--- src/rtl/reorder_buffer_pkg.sv ---
// Shared reorder-buffer sizing and per-entry status flags. Imported by the ROB,
// its interface, and anything that carries a rob_addr (e.g. execution_buffer).
package reorder_buffer_pkg;

    localparam int ROB_DEPTH = 16;
    localparam int PHYS_REGS = 64;
    localparam int ROB_AW    = $clog2(ROB_DEPTH);
    localparam int PREG_W    = $clog2(PHYS_REGS);

    typedef struct packed {
        logic valid;
        logic done;
        logic use_rw;
        logic is_branch;
        logic mispredict;
    } rob_entry_t;

endpackage

--- src/rtl/reorder_buffer_if.sv ---
// Dispatch/execute/commit signal bundle for the reorder buffer.
// master = dispatch+execute side, slave = the ROB itself.
interface reorder_buffer_if
    import reorder_buffer_pkg::*;
#(
    parameter int L         = ROB_DEPTH,
    parameter int NUM_D_REG = PHYS_REGS
);
    localparam int AW = $clog2(L);
    localparam int PW = $clog2(NUM_D_REG);

    logic          alloc_valid;
    logic          alloc_ready;
    logic [AW-1:0] alloc_rob_addr;
    logic          alloc_use_rw;
    logic [PW-1:0] alloc_rw_addr;
    logic [PW-1:0] alloc_prev_rw_addr;
    logic          alloc_is_branch;

    logic          complete_valid;
    logic [AW-1:0] complete_rob_addr;
    logic          complete_mispredict;

    logic          commit_valid;
    logic [AW-1:0] commit_rob_addr;
    logic          commit_use_rw;
    logic [PW-1:0] commit_free_addr;
    logic          flush;
    logic          empty;

    modport master (
        output alloc_valid, alloc_use_rw, alloc_rw_addr, alloc_prev_rw_addr, alloc_is_branch,
        output complete_valid, complete_rob_addr, complete_mispredict,
        input  alloc_ready, alloc_rob_addr,
        input  commit_valid, commit_rob_addr, commit_use_rw, commit_free_addr, flush, empty
    );

    modport slave (
        input  alloc_valid, alloc_use_rw, alloc_rw_addr, alloc_prev_rw_addr, alloc_is_branch,
        input  complete_valid, complete_rob_addr, complete_mispredict,
        output alloc_ready, alloc_rob_addr,
        output commit_valid, commit_rob_addr, commit_use_rw, commit_free_addr, flush, empty
    );

endinterface

--- src/rtl/reorder_buffer.sv ---
// In-order retirement queue: allocate at tail, mark done by index, retire from head.
// A mispredicted branch reaching the head commits and then flushes everything.
module reorder_buffer
    import reorder_buffer_pkg::*;
#(
    parameter int L         = ROB_DEPTH,
    parameter int NUM_D_REG = PHYS_REGS
) (
    input logic            clk,
    input logic            rst,
    reorder_buffer_if.slave rob
);
    localparam int AW = $clog2(L);
    localparam int PW = $clog2(NUM_D_REG);
    localparam logic [AW:0] FULL_COUNT = (AW + 1)'(L);

    rob_entry_t    entries [L];
    logic [PW-1:0] prev_rw [L];
    logic [AW-1:0] head;
    logic [AW-1:0] tail;
    logic [AW:0]   count;

    logic alloc_fire;
    logic commit_fire;
    logic flush_now;

    assign commit_fire = entries[head].valid & entries[head].done;
    assign flush_now   = commit_fire & entries[head].mispredict;
    // Registered count only: a commit in the same cycle does not open a slot when full.
    assign alloc_fire  = rob.alloc_valid & (count != FULL_COUNT) & ~flush_now;

    assign rob.alloc_ready      = (count != FULL_COUNT) & ~flush_now;
    assign rob.alloc_rob_addr   = tail;
    assign rob.commit_valid     = commit_fire;
    assign rob.commit_rob_addr  = head;
    assign rob.commit_use_rw    = entries[head].use_rw;
    assign rob.commit_free_addr = prev_rw[head];
    assign rob.flush            = flush_now;
    assign rob.empty            = (count == '0);

    always_ff @(posedge clk) begin
        if (rst || flush_now) begin
            for (int unsigned i = 0; i < L; i++) begin
                entries[i] <= '0;
            end
            head  <= '0;
            tail  <= '0;
            count <= '0;
        end else begin
            if (rob.complete_valid && entries[rob.complete_rob_addr].valid) begin
                entries[rob.complete_rob_addr].done       <= 1'b1;
                entries[rob.complete_rob_addr].mispredict <=
                    rob.complete_mispredict & entries[rob.complete_rob_addr].is_branch;
            end
            if (commit_fire) begin
                entries[head].valid <= 1'b0;
                head                <= head + 1'b1;
            end
            // Placed last so a fresh allocation always starts with done = 0.
            if (alloc_fire) begin
                entries[tail] <= '{valid: 1'b1, done: 1'b0, use_rw: rob.alloc_use_rw,
                                   is_branch: rob.alloc_is_branch, mispredict: 1'b0};
                prev_rw[tail] <= rob.alloc_prev_rw_addr;
                tail          <= tail + 1'b1;
            end
            count <= count + {{AW{1'b0}}, alloc_fire} - {{AW{1'b0}}, commit_fire};
        end
    end

endmodule
--- src/flat_wrapper.sv ---
// flat-port wrapper written by rule: the top's interface ports become plain ports
module reorder_buffer_flat import reorder_buffer_pkg::*;
#(
    parameter int L         = ROB_DEPTH,
    parameter int NUM_D_REG = PHYS_REGS
)
  (clk, rst, rob_alloc_valid, rob_alloc_use_rw, rob_alloc_rw_addr, rob_alloc_prev_rw_addr, rob_alloc_is_branch, rob_complete_valid, rob_complete_rob_addr, rob_complete_mispredict, rob_alloc_ready, rob_alloc_rob_addr, rob_commit_valid, rob_commit_rob_addr, rob_commit_use_rw, rob_commit_free_addr, rob_flush, rob_empty);
  reorder_buffer_if #(.L(L), .NUM_D_REG(NUM_D_REG)) rob_i ();
  input logic clk;
  input logic rst;
  input wire logic [$bits(rob_i.alloc_valid)-1:0] rob_alloc_valid;
  input wire logic [$bits(rob_i.alloc_use_rw)-1:0] rob_alloc_use_rw;
  input wire logic [$bits(rob_i.alloc_rw_addr)-1:0] rob_alloc_rw_addr;
  input wire logic [$bits(rob_i.alloc_prev_rw_addr)-1:0] rob_alloc_prev_rw_addr;
  input wire logic [$bits(rob_i.alloc_is_branch)-1:0] rob_alloc_is_branch;
  input wire logic [$bits(rob_i.complete_valid)-1:0] rob_complete_valid;
  input wire logic [$bits(rob_i.complete_rob_addr)-1:0] rob_complete_rob_addr;
  input wire logic [$bits(rob_i.complete_mispredict)-1:0] rob_complete_mispredict;
  output wire logic [$bits(rob_i.alloc_ready)-1:0] rob_alloc_ready;
  output wire logic [$bits(rob_i.alloc_rob_addr)-1:0] rob_alloc_rob_addr;
  output wire logic [$bits(rob_i.commit_valid)-1:0] rob_commit_valid;
  output wire logic [$bits(rob_i.commit_rob_addr)-1:0] rob_commit_rob_addr;
  output wire logic [$bits(rob_i.commit_use_rw)-1:0] rob_commit_use_rw;
  output wire logic [$bits(rob_i.commit_free_addr)-1:0] rob_commit_free_addr;
  output wire logic [$bits(rob_i.flush)-1:0] rob_flush;
  output wire logic [$bits(rob_i.empty)-1:0] rob_empty;
  assign rob_i.alloc_valid = rob_alloc_valid;
  assign rob_i.alloc_use_rw = rob_alloc_use_rw;
  assign rob_i.alloc_rw_addr = rob_alloc_rw_addr;
  assign rob_i.alloc_prev_rw_addr = rob_alloc_prev_rw_addr;
  assign rob_i.alloc_is_branch = rob_alloc_is_branch;
  assign rob_i.complete_valid = rob_complete_valid;
  assign rob_i.complete_rob_addr = rob_complete_rob_addr;
  assign rob_i.complete_mispredict = rob_complete_mispredict;
  assign rob_alloc_ready = rob_i.alloc_ready;
  assign rob_alloc_rob_addr = rob_i.alloc_rob_addr;
  assign rob_commit_valid = rob_i.commit_valid;
  assign rob_commit_rob_addr = rob_i.commit_rob_addr;
  assign rob_commit_use_rw = rob_i.commit_use_rw;
  assign rob_commit_free_addr = rob_i.commit_free_addr;
  assign rob_flush = rob_i.flush;
  assign rob_empty = rob_i.empty;
  reorder_buffer #(.L(L), .NUM_D_REG(NUM_D_REG)) u_core (.clk(clk), .rst(rst), .rob(rob_i));
endmodule
--- config.mk ---
export PLATFORM = sky130hd
export DESIGN_NAME = reorder_buffer_flat
export DESIGN_NICKNAME = d
export VERILOG_FILES = /design/src/rtl/reorder_buffer_pkg.sv /design/src/rtl/reorder_buffer_if.sv /design/src/rtl/reorder_buffer.sv /design/src/flat_wrapper.sv
export SDC_FILE = /design/constraint.sdc
export NUM_CORES = 1
export LEC_CHECK = 0
export ABC_AREA = 1
export CAP_MARGIN = 15
export CORE_UTILIZATION = 50
export CTS_BUF_LIST = sky130_fd_sc_hd__clkbuf_4 sky130_fd_sc_hd__clkbuf_8
export DETAILED_ROUTE_END_ITERATION = 10
export PLACE_DENSITY = 0.68
export SLEW_MARGIN = 20
export SYNTH_ARGS = -nofsm -noshare
export SYNTH_HDL_FRONTEND = slang
export SYNTH_SLANG_ARGS = --single-unit
--- constraint.sdc ---
create_clock -name clk -period 3.3 [get_ports clk]
set_input_delay 0.66 -clock clk [delete_from_list [all_inputs] [get_ports clk]]
set_output_delay 0.66 -clock clk [all_outputs]
set_load 0.01 [all_outputs]
# Word level (Yosys, flattened, before mapping)
# Memories as Yosys holds them, arrays and structs flattened. A register that Yosys moved wholly into a read port is not among the register bits.
# Cells that the tools add are included.
# totals
ff_bits	13
mem_bits_rw	176
inputBits	23
out_inout_bits	19
mem_count	2
# memory_table
memory	words	word_bits	rd	rd_ports_with_merged_regs	write_ports	line_no	text
u_core.prev_rw	16	6	1	1	1	reorder_buffer.sv:18	logic [PW-1:0] prev_rw [L];
u_core.entries	16	5	2	1	16	reorder_buffer.sv:17	rob_entry_t entries [L];
# op_classes
addsub	4
n_eq_ne	1
n_mux	24
bitwise	7
reduce_logical	6
# op_table
operator	n
4-bit 2-to-1 mux	7
5-bit 2-to-1 mux	3
5-bit OR reduction	3
1-bit 2-to-1 mux	12
4-bit by 1-bit adder with 4-bit output (second input constant)	2
1-bit bitwise AND	6
5-bit by 1-bit adder with 5-bit output	1
5-bit zero test	1
5-bit != test (second input constant)	1
5-bit by 1-bit subtractor with 5-bit output	1
2-bit 2-to-1 mux	2
1-bit logical AND	1
1-bit logical OR	1
1-bit inverter	1

# Logic depth before layout (Yosys ltp)
# Gate-level depths: netlist of the first run.
# logic_depth
word_depth	9
mapped_depth	23

# Least setup slack after synthesis of the first run
# Ideal clock, no wire load.
# synth_path
path_type	reg2reg
from	register with a tool-made name
to	register u_core.count[4]
setup_ns	0.116
t_arrival_ns	2.487
setup_slack_ns	0.697
stages_incl_launch_ff	22
n_path_buf	3
path_cell_list	dfxtp_1 -> buf_6 -> inv_6 -> buf_6 -> nand3_2 -> nand3_1 -> nand3_1 -> nand3_2 -> nand2_4 -> buf_2 -> nand2_1 -> nand2_1 -> ha_1 -> inv_1 -> fa_1 -> inv_1 -> a21oi_1 -> nor2_1 -> nor2_1 -> xor2_1 -> inv_1 -> nor2_1
# synth_rtl
item	line_no	text
end signal: assignment	reorder_buffer.sv:66	count <= count + {{AW{1'b0}}, alloc_fire} - {{AW{1'b0}}, commit_fire};
end: declaration	reorder_buffer.sv:21	logic [AW:0] count;

==> out/results.ini, run 1 <==
[run_status]
outcome = completed

[floorplanning]
rows = 48
die_h_um = 136.6
initial_core_util_pct = 51.83
die_x_um = 136.6
core_area_mm2 = 0.01748
die_area_mm2 = 0.01866
io_pins = 42

[grt]
grt_pass1_vias = 6514
track_usage_pct = 27.02
antenna_found_initial = 0
grt_first_pass_wirelength_um = 36480
overflow = 0
grt_max_degree = 45

[cells_and_area]
syn2layout_area_growth_pct = 12.92
final_common_cell = nand2_1
mostFrequentLayoutCells = nand2_1, nor2_1, edfxtp_1
nets = 1047
diodes = 0
utilization_pct = 58.52
instances_no_fill = 1248
drive_above_1_share_pct = 11.73

[logic_synthesis]
syn_inst = 969
synth_area_per_cell_um2 = 9.347
yosysWarnings = 0
synth_ff_type = edfxtp_1
synth.distinct_cells = 37
yosys.area.top_type_share_pct = 42.44
async_flop_share_pct = 0
syn_area_mm2 = 0.009057
ys_seq_elements = 193
syn_nets = 1006
synth_edf_count = 128
ys_top_cells_by_area = edfxtp_1, dfxtp_1, nand2_1, nor2_1, o21ai_0
ys_seq_area_share_pct = 56.80
synth_area_leader_cell = edfxtp_1

[cts]
cts_tree = built
cts_buffer_depth = 2
clk_pin_slew_ns = 0.11
ctsHtreeMaxLevel = 4
hold_buffers = 0
numClockSinks = 193
cts_root_buf = clkbuf_8
cts_made_buffers = 17
worstSkewPairLatency_ns = 0.50

[sta]
finalClockSkew_ns = 0.02003
finalCriticalPeriod_ns = 3.221
slew_violations = 0
whs_ns = 0.4790
max-slew-margin-rel_pct = 53.79
setup_tns_ns = 0
worst_pin_slew_ns = 0.6932
fmax_ghz = 0.3104
hold_viol = 0
timing.final.crit_share_pct = 97.62
finalSetupViolCount = 0

[drt]
via_count = 7068
drt_iter0_markers = 815
drt-pass1-iter-count = 5
via_per_inst = 5.663
wirelength_um = 23980
route.detailed.drc = 0
wl_per_cell_um = 19.21
drtAntennaViolNets = 0

[power]
finalPower_w = 0.004821
vdd_drop_max_uv = 297.5
power_density_mw_per_mm2 = 471.4
p_leak_nw = 4.105

[setup_path]
worstSetupEndpoint = rob_flush
arrival_ns = 2.56
cp-start-kind = register
timing.rr.end = u_core.count[4]
critical_path_depth = 5
crit_fanout = 12
reg2reg_depth = 16
max_stage_delay_ns = 0.56
crit_chain = clkinv_1, nand3_2, nand2_8, nor2_4, clkdlybuf4s50_1
crit_path_end_kind = primary output
rrSetupSlack_ns = 0.45
critical_path_class = reg2out
worst_ep_required_time_ns = 2.64
cp_num_buf_inv = 2
crit_family = buffers and inverters
cpMaxStageDelayCell = clkdlybuf4s50_1

[job]
maxCapViolations = 0

[placement]
io_buffers = 35
dp_hpwl_um = 15430
placed_cells = 1211
gp_congestion = 0.9474

[min_path]
hp-class = reg2reg

-- flip-flops by register name (all words and copies together), names as in the netlist, named ones only --
name                        count
u_core.rob.commit_rob_addr      4
u_core.entries                 80
u_core.rob.alloc_rob_addr       4
u_core.count                    5
u_core.prev_rw                 96
-- stage by stage --
stage | instance area (um2) | worst slack (ns)
detailed placement | 9657 | 0.3203
floorplan | 9057 | 0.6971
global route | 10230 | -0.0006752
CTS | 10130 | -0.03371
finish | 10230 | 0.07859
global placement | 9657 | 0.3649
-- worst min path at each step --
stage / startpoint / endpoint / slack (ns) / cells after the start
floorplan: u_core.entries[2][3] / u_core.entries[2][3] / 0.44 / 2
global placement: u_core.entries[3][3] / u_core.entries[3][3] / 0.46 / 2
detailed placement: u_core.entries[3][3] / u_core.entries[3][3] / 0.46 / 2
CTS: u_core.entries[3][3] / u_core.entries[3][3] / 0.48 / 2
global route: u_core.entries[9][3] / u_core.entries[9][3] / 0.50 / 2
finish: u_core.entries[11][3] / u_core.entries[11][3] / 0.48 / 2
-- area by class of cell --
type | instances | area (um2)
clock buffers | 17 | 234.0
repair buffers | 67 | 704.4
clock inverters | 15 | 175.2
fillers | 1480 | 7249
multi-input cells | 658 | 3385
well taps | 225 | 281.5
inverters | 73 | 295.3
flip-flops and latches | 193 | 5152
-- routing by layer --
layer,up-vias,track usage (%),part of all wire [%]
li1,3386,-,-
met1,3310,36.00,42
met2,323,43.51,47
met3,49,4.519,8.3
met4,0,11.54,2.9
met5,-,0,0
-- kinds of logic (layout without fill, tap and decap cells) --
group | Yosys count | count (layout) | share of synthesized area, %
and+or+nand+nor | 497 | 497 | 24.41
buffers and inverters | 118 | 172 | 5.995
AOI/OAI and AO/OA | 144 | 144 | 10.48
DFF | 193 | 193 | 56.80
adders and majority gates | 14 | 14 | 2.017
xor gates and xnor gates | 3 | 3 | 0.2901
-- power breakdown --
| part | internal, W | switching [W] | leakage (nW) |
|---|---|---|---|
| registers | 0.00264 | 0.0000419 | 1.72 |
| clock network | 0.000586 | 0.000998 | 0.203 |
| logic | 0.000209 | 0.000344 | 2.18 |
-- synthesized netlist by cell type, types with 8 or more instances --
library cell and count:
inv_2 9, inv_1 61, nand4_1 30, ha_1 13, nand3_4 9, o22ai_1 8, nand3_1 42, o211ai_2 11
o21ai_1 8, o221ai_1 20, o211ai_1 10, a21oi_1 24, dfxtp_1 65, nand2_1 253, nor2_1 148, clkbuf_1 25
o21ai_0 53, a21oi_2 8, edfxtp_1 128
-- timing repair --
item,CTS,global route
setup buffers,1,1
gates resized for setup,5,9
pin swaps,1,0
setup endpoints to repair,5,7
gates cloned,1,2
-- worst reg2reg max path: cells and delay by family, from the launching register on --
| kind | cells | cell delay (ns) |
|---|---|---|
| buffers and inverters | 5 | 0.70 |
| and+or+nand+nor | 7 | 0.91 |
| xor gates and xnor gates | 1 | 0.13 |
| AOI/OAI and AO/OA | 1 | 0.06 |
| adders and majority gates | 2 | 0.56 |
| DFF | 1 | 0.38 |
Note: power is estimated with default switching activity, not from simulation.
==> run 2, diff against run 1 <==
--- a/config.mk
+++ b/config.mk
@@ -7,10 +7,10 @@
 export LEC_CHECK = 0
 export ABC_AREA = 1
 export CAP_MARGIN = 15
-export CORE_UTILIZATION = 50
+export CORE_UTILIZATION = 56
 export CTS_BUF_LIST = sky130_fd_sc_hd__clkbuf_4 sky130_fd_sc_hd__clkbuf_8
 export DETAILED_ROUTE_END_ITERATION = 10
-export PLACE_DENSITY = 0.68
+export PLACE_DENSITY = 0.75
 export SLEW_MARGIN = 20
 export SYNTH_ARGS = -nofsm -noshare
 export SYNTH_HDL_FRONTEND = slang
==> out/results.ini, run 2 (synthesized netlist as in run 1, its figures left out) <==
[floorplanning]
die_h_um = 129.2  ; -5.4%
rows = 46  ; -4.2%
io_pins = 42  ; unchanged
die_area_mm2 = 0.01669  ; -11%
die_x_um = 129.2  ; -5.4%
core_area_mm2 = 0.01583  ; -9.4%
initial_core_util_pct = 57.23  ; +5.4 points

[power]
p_leak_nw = 4.042  ; -1.5%
p_int_w = 0.003391  ; -1.3%
clockPowerShare_pct = 30.8  ; -2.1 points
seq_power_share_pct = 57.6  ; +1.9 points
p_sw_share_pct = 27.26  ; -1.5 points
switching_power_w = 0.001271  ; -8.2%
combPwrFrac_pct = 11.6  ; about the same
vdd_drop_max_uv = 256.8  ; -14%
power_density_mw_per_mm2 = 462.2  ; -2.0%

[drt]
route.detailed.drc = 0  ; unchanged
drtAntennaViolNets = 0  ; unchanged
drt-pass1-iter-count = 6  ; +1
wl_per_cell_um = 18.15  ; -5.5%
wirelength_um = 22370  ; -6.7%
drt_iter0_markers = 721  ; -12%
via_per_inst = 5.695  ; +0.56%
via_count = 7022  ; -0.65%

[setup_path]
critical_path_class = reg2out
cpMaxStageDelayCell = clkdlybuf4s50_1
worstSetupEndpoint = rob_commit_free_addr[3]
timing.rr.end = u_core.count[4]
max_stage_delay_ns = 0.53  ; -0.03 ns
crit_chain = inv_6, buf_16, o21ai_0, o221ai_1, nand3_1, nand2_1, clkdlybuf4s50_1
reg2reg_depth = 19  ; +3
crit_fanout = 48  ; +36
crit_path_end_kind = primary output
rrSetupSlack_ns = 0.42  ; -0.03 ns
arrival_ns = 2.53  ; -0.03 ns
cp-start-kind = register
worst_ep_required_time_ns = 2.64  ; about the same

[cts]
numClockSinks = 193  ; unchanged
cts_buffer_depth = 2  ; unchanged
clk_pin_slew_ns = 0.09  ; -0.02 ns
hold_buffers = 0  ; unchanged
cts_tree = built
worstSkewPairLatency_ns = 0.48  ; -0.02 ns
cts_root_buf = clkbuf_8
cts_made_buffers = 17  ; unchanged
ctsHtreeMaxLevel = 4  ; unchanged

[sta]
finalSetupViolCount = 0  ; unchanged
hold_viol = 0  ; unchanged
max-slew-margin-rel_pct = 58.30  ; +4.5 points
finalCriticalPeriod_ns = 3.194  ; -0.02766 ns
worst_pin_slew_ns = 0.6235  ; -0.06968 ns
slew_violations = 0  ; unchanged
setup_tns_ns = 0  ; unchanged
timing.final.crit_share_pct = 96.78  ; -0.84 points
rsz0062_at_grt = false
whs_ns = 0.4768  ; -0.002165 ns
fmax_ghz = 0.3131  ; +0.87%
finalClockSkew_ns = 0.01345  ; -0.006582 ns
setup_slack_ns = 0.1063  ; +0.02766 ns

[min_path]
hp-class = reg2reg

[grt]
antenna_found_initial = 0  ; unchanged
overflow = 0  ; unchanged
grt_max_degree = 55  ; +22%
track_usage_pct = 27.90  ; +0.88 points
grt_first_pass_wirelength_um = 34130  ; -6.5%
grt_pass1_vias = 6412  ; -1.6%

[run_status]
outcome = completed

[cells_and_area]
fill_cells = 1300  ; -12%
utilization_pct = 63.72  ; +5.2 points
diodes = 0  ; unchanged
mostFrequentLayoutCells = nand2_1, nor2_1, edfxtp_1
reg.largest.list = u_core.prev_rw x96, u_core.entries x80, u_core.count x5
syn2layout_area_growth_pct = 11.35
multi_input_area_mm2 = 0.003378  ; -0.18%
largest_register_ffs = 96  ; unchanged
regMostFlops = u_core.prev_rw
nets = 1042  ; -0.48%
final_common_cell = nand2_1
finish.instance_area_mm2 = 0.01009  ; -1.4%
drive_above_1_share_pct = 11.11  ; -0.62 points
area.sequential_mm2 = 0.005150  ; about the same

[placement]
place_area_mm2 = 0.009668  ; +0.12%
gp_congestion = 0.9465  ; about the same
dp_hpwl_um = 14910  ; -3.4%
dp_slack_ns = 0.3323  ; +0.01193 ns
io_buffers = 35  ; unchanged

[job]
maxCapViolations = 0  ; unchanged

==> run 2: what timing repair did <==
| action | 4_1_cts | 5_1_grt |
|---|---|---|
| gates cloned | 0 | 1 |
| resized for setup | 3 | 3 |
| pin swaps | 1 | 1 |
| endpoints found under the hold margin | 0 | 0 |
| setup endpoints to repair | 2 | 3 |
| setup buffers | 0 | 1 |
==> run 2: power by group through the flow <==
stage                     Combinational, W  Sequential (W)  Clock, W
after CTS                         0.000542         0.00268   0.00143
after global routing              0.000597         0.00269   0.00153
after detailed placement          0.000538         0.00274         0
after global placement            0.000525         0.00274         0
after floorplan                   0.000368         0.00273         0
final                             0.000542         0.00268   0.00144
==> run 2: cell type report <==
cell class	count	area share [%]
flip-flops and latches	193	51.06
multi-input cells	658	33.49
repair buffers	62	6.389
inverters	73	2.816
well taps	216	2.680
clock buffers	17	2.320
clock inverters	14	1.241
==> run 2: how the worst min path moves through the flow <==
stage | from | cells after the start | slack [ns] | endpoint
after detailed placement | u_core.entries[11][3] | 2 | 0.46 | u_core.entries[11][3]
after floorplan | u_core.entries[2][3] | 2 | 0.44 | u_core.entries[2][3]
final | u_core.entries[11][3] | 2 | 0.48 | u_core.entries[11][3]
after global routing | u_core.entries[3][3] | 2 | 0.50 | u_core.entries[3][3]
after global placement | u_core.entries[11][3] | 2 | 0.46 | u_core.entries[11][3]
after CTS | u_core.entries[11][3] | 2 | 0.47 | u_core.entries[11][3]
==> run 2: metrics by stage <==
stage / total power (W) / std cells
6_report: 0.004661 / 1233
4_1_cts: 0.004656 / 1231
3_5_place_dp: 0.003277 / 1200
3_3_place_gp: 0.003263 / 1200
5_1_grt: 0.004817 / 1233
2_1_floorplan: 0.003098 / 969
==> run 2: layer usage <==
| metal | global-route usage, % | vias to the layer above | share of wire (%) | wire [um] |
|---|---|---|---|---|
| met1 | 35.98 | 3275 | 41 | 9102 |
| met3 | 4.377 | 54 | 8.6 | 1927 |
| li1 | - | 3361 | - | - |
| met5 | 0 | - | 0 | 0 |
| met2 | 45.07 | 332 | 47 | 10510 |
| met4 | 15.78 | 0 | 3.7 | 833 |
==> run 2: worst max-delay path, delay by kind of cell (launching register included) <==
kind	cells	cell delay (ns)
buffers and inverters	3	0.97
DFF	1	0.40
AOI/OAI and AO/OA	2	0.40
and+or+nand+nor	2	0.26
==> run 3, diff against run 2 <==
--- a/config.mk
+++ b/config.mk
@@ -7,10 +7,11 @@
 export LEC_CHECK = 0
 export ABC_AREA = 1
 export CAP_MARGIN = 15
+export CORE_MARGIN = 3
 export CORE_UTILIZATION = 56
 export CTS_BUF_LIST = sky130_fd_sc_hd__clkbuf_4 sky130_fd_sc_hd__clkbuf_8
 export DETAILED_ROUTE_END_ITERATION = 10
-export PLACE_DENSITY = 0.75
+export PLACE_DENSITY_LB_ADDON = 0.08
 export SLEW_MARGIN = 20
 export SYNTH_ARGS = -nofsm -noshare
 export SYNTH_HDL_FRONTEND = slang
==> out/results.ini, run 3 (synthesized netlist as in run 1, its figures left out) <==
[sta]
finalCriticalPeriod_ns = 3.207  ; +0.01362 ns
max-slew-margin-rel_pct = 53.40  ; -4.9 points
worst_pin_slew_ns = 0.6968  ; +0.07333 ns
setup_tns_ns = 0  ; unchanged
hold_viol = 0  ; unchanged
setup_slack_ns = 0.09263  ; -0.01362 ns
rsz0062_at_grt = false
timing.final.crit_share_pct = 97.19  ; +0.41 points
slew_violations = 0  ; unchanged
fmax_ghz = 0.3118  ; -0.42%
finalSetupViolCount = 0  ; unchanged
whs_ns = 0.4870  ; +0.01022 ns
finalClockSkew_ns = 0.01582  ; +0.002374 ns

[cells_and_area]
utilization_pct = 65.57  ; +1.8 points
largest_register_ffs = 96  ; unchanged
finish.instance_area_mm2 = 0.01015  ; +0.66%
reg.largest.list = u_core.prev_rw x96, u_core.entries x80, u_core.count x5
regMostFlops = u_core.prev_rw
drive_above_1_share_pct = 11.36  ; +0.25 points
mostFrequentLayoutCells = nand2_1, nor2_1, edfxtp_1
fill_cells = 1299  ; -0.077%
final_common_cell = nand2_1
nets = 1045  ; +0.29%
syn2layout_area_growth_pct = 12.09
diodes = 0  ; unchanged

[grt]
overflow = 0  ; unchanged
track_usage_pct = 27.18  ; -0.72 points
grt_max_degree = 76  ; +38%
antenna_found_initial = 0  ; unchanged
grt_pass1_vias = 6572  ; +2.5%
grt_first_pass_wirelength_um = 36920  ; +8.2%

[job]
maxCapViolations = 0  ; unchanged

[run_status]
outcome = completed

[placement]
io_buffers = 35  ; unchanged
dp_slack_ns = 0.4035  ; +0.07124 ns
place_area_mm2 = 0.009672  ; about the same
gp_congestion = 0.8959  ; -5.3%
dp_hpwl_um = 15640  ; +4.9%

[min_path]
whs_endpoint = u_core.entries[11][3]
hold_depth = 2  ; unchanged
min_from = u_core.entries[11][3]
hp-class = reg2reg

[floorplanning]
die_area_mm2 = 0.01774  ; +6.3%
die_h_um = 133.2  ; +3.1%
rows = 45  ; -2.2%
die_x_um = 133.2  ; +3.1%
io_pins = 42  ; unchanged
initial_core_util_pct = 58.50  ; +1.3 points
core_area_mm2 = 0.01548  ; -2.2%

[cts]
worstSkewPairLatency_ns = 0.48  ; about the same
clk_pin_slew_ns = 0.10  ; about the same
cts_made_buffers = 17  ; unchanged
cts_root_buf = clkbuf_8
ctsHtreeMaxLevel = 4  ; unchanged
numClockSinks = 193  ; unchanged
cts_buffer_depth = 2  ; unchanged
cts_tree = built

[setup_path]
crit_path_end_kind = primary output
cp-start-kind = register
timing.rr.end = u_core.count[4]
critical_path_class = reg2out
arrival_ns = 2.55  ; +0.02 ns
rrSetupSlack_ns = 0.47  ; +0.05 ns
reg2reg_depth = 19  ; unchanged
crit_fanout = 31  ; -35%
worst_ep_required_time_ns = 2.64  ; about the same

[power]
power_density_mw_per_mm2 = 484.4  ; +4.8%
vdd_drop_max_uv = 323.0  ; +26%
p_leak_nw = 4.101  ; +1.5%

[drt]
drtAntennaViolNets = 0  ; unchanged
drt_iter0_markers = 750  ; +4.0%
via_count = 7081  ; +0.84%
wirelength_um = 23640  ; +5.7%
drt-pass1-iter-count = 6  ; unchanged
via_per_inst = 5.748  ; +0.92%
wl_per_cell_um = 19.19  ; +5.7%
route.detailed.drc = 0  ; unchanged

==> run 3: cell count changes in the layout (fill, tap and decap cells not counted), sizes merged, moves of 2 or more <==
cell      before  now
clkinvlp       5    0
buf           26   29
bufinv         0    3
clkinv         4    6
==> run 3: through the flow <==
step | instances | total power, W
2_1_floorplan | 969 | 0.003098
5_1_grt | 1232 | 0.005095
3_3_place_gp | 1198 | 0.003286
6_report | 1232 | 0.004918
4_1_cts | 1231 | 0.004927
3_5_place_dp | 1198 | 0.003293
==> run 3: worst max path at each step <==
stage | startpoint | end | slack, ns | cells after the start
global route | register | rob_commit_free_addr[3] | 0.01 | 7
floorplan | register | u_core.count[4] | 0.70 | 21
global placement | rob_complete_rob_addr[1] | u_core.entries[14][0] | 0.42 | 13
finish | register | rob_commit_use_rw | 0.09 | 6
detailed placement | rob_complete_rob_addr[1] | u_core.entries[15][0] | 0.40 | 13
CTS | register | rob_commit_free_addr[3] | 0.003 | 7
==> run 3: per-layer routing <==
| metal | track usage [%] | vias up | wire (um) |
|---|---|---|---|
| met4 | 9.714 | 0 | 691 |
| met5 | 0 | - | 0 |
| met3 | 4.721 | 56 | 1808 |
| met1 | 36.96 | 3331 | 9710 |
| met2 | 44.33 | 321 | 11430 |
| li1 | - | 3373 | - |
==> run 3: what timing repair did <==
item | 4_1_cts | 5_1_grt
cloned | 1 | 0
pin swaps | 0 | 1
hold buffers | 0 | 0
setup endpoints to repair | 1 | 8
gates resized for setup | 1 | 4
endpoints found under the hold margin | 0 | 0
buffers inserted | 0 | 1
==> run 3: cell type report <==
class | count | area (um2) | area share [%]
timing repair buffer | 65 | 654.4 | 6.446
inverter | 73 | 286.5 | 2.822
tap | 211 | 264.0 | 2.600
multi-input combinational | 658 | 3369 | 33.19
clock buffer | 17 | 234.0 | 2.305
clock inverter | 15 | 195.2 | 1.923
sequential | 193 | 5149 | 50.72
==> run 3: worst max-delay path, stage by stage (launching register included) <==
cell	delay (ns)
dfxtp_4	0.46
buf_12	0.23
o21ai_0	0.12
o221ai_1	0.37
nand3_1	0.20
nand2_1	0.13
clkdlybuf4s50_1	0.54
==> run 3: power by group <==
part           switching (W)  internal, W
logic               0.000348     0.000209
registers          0.0000426      0.00264
clock network       0.000901     0.000775
total                0.00129      0.00363
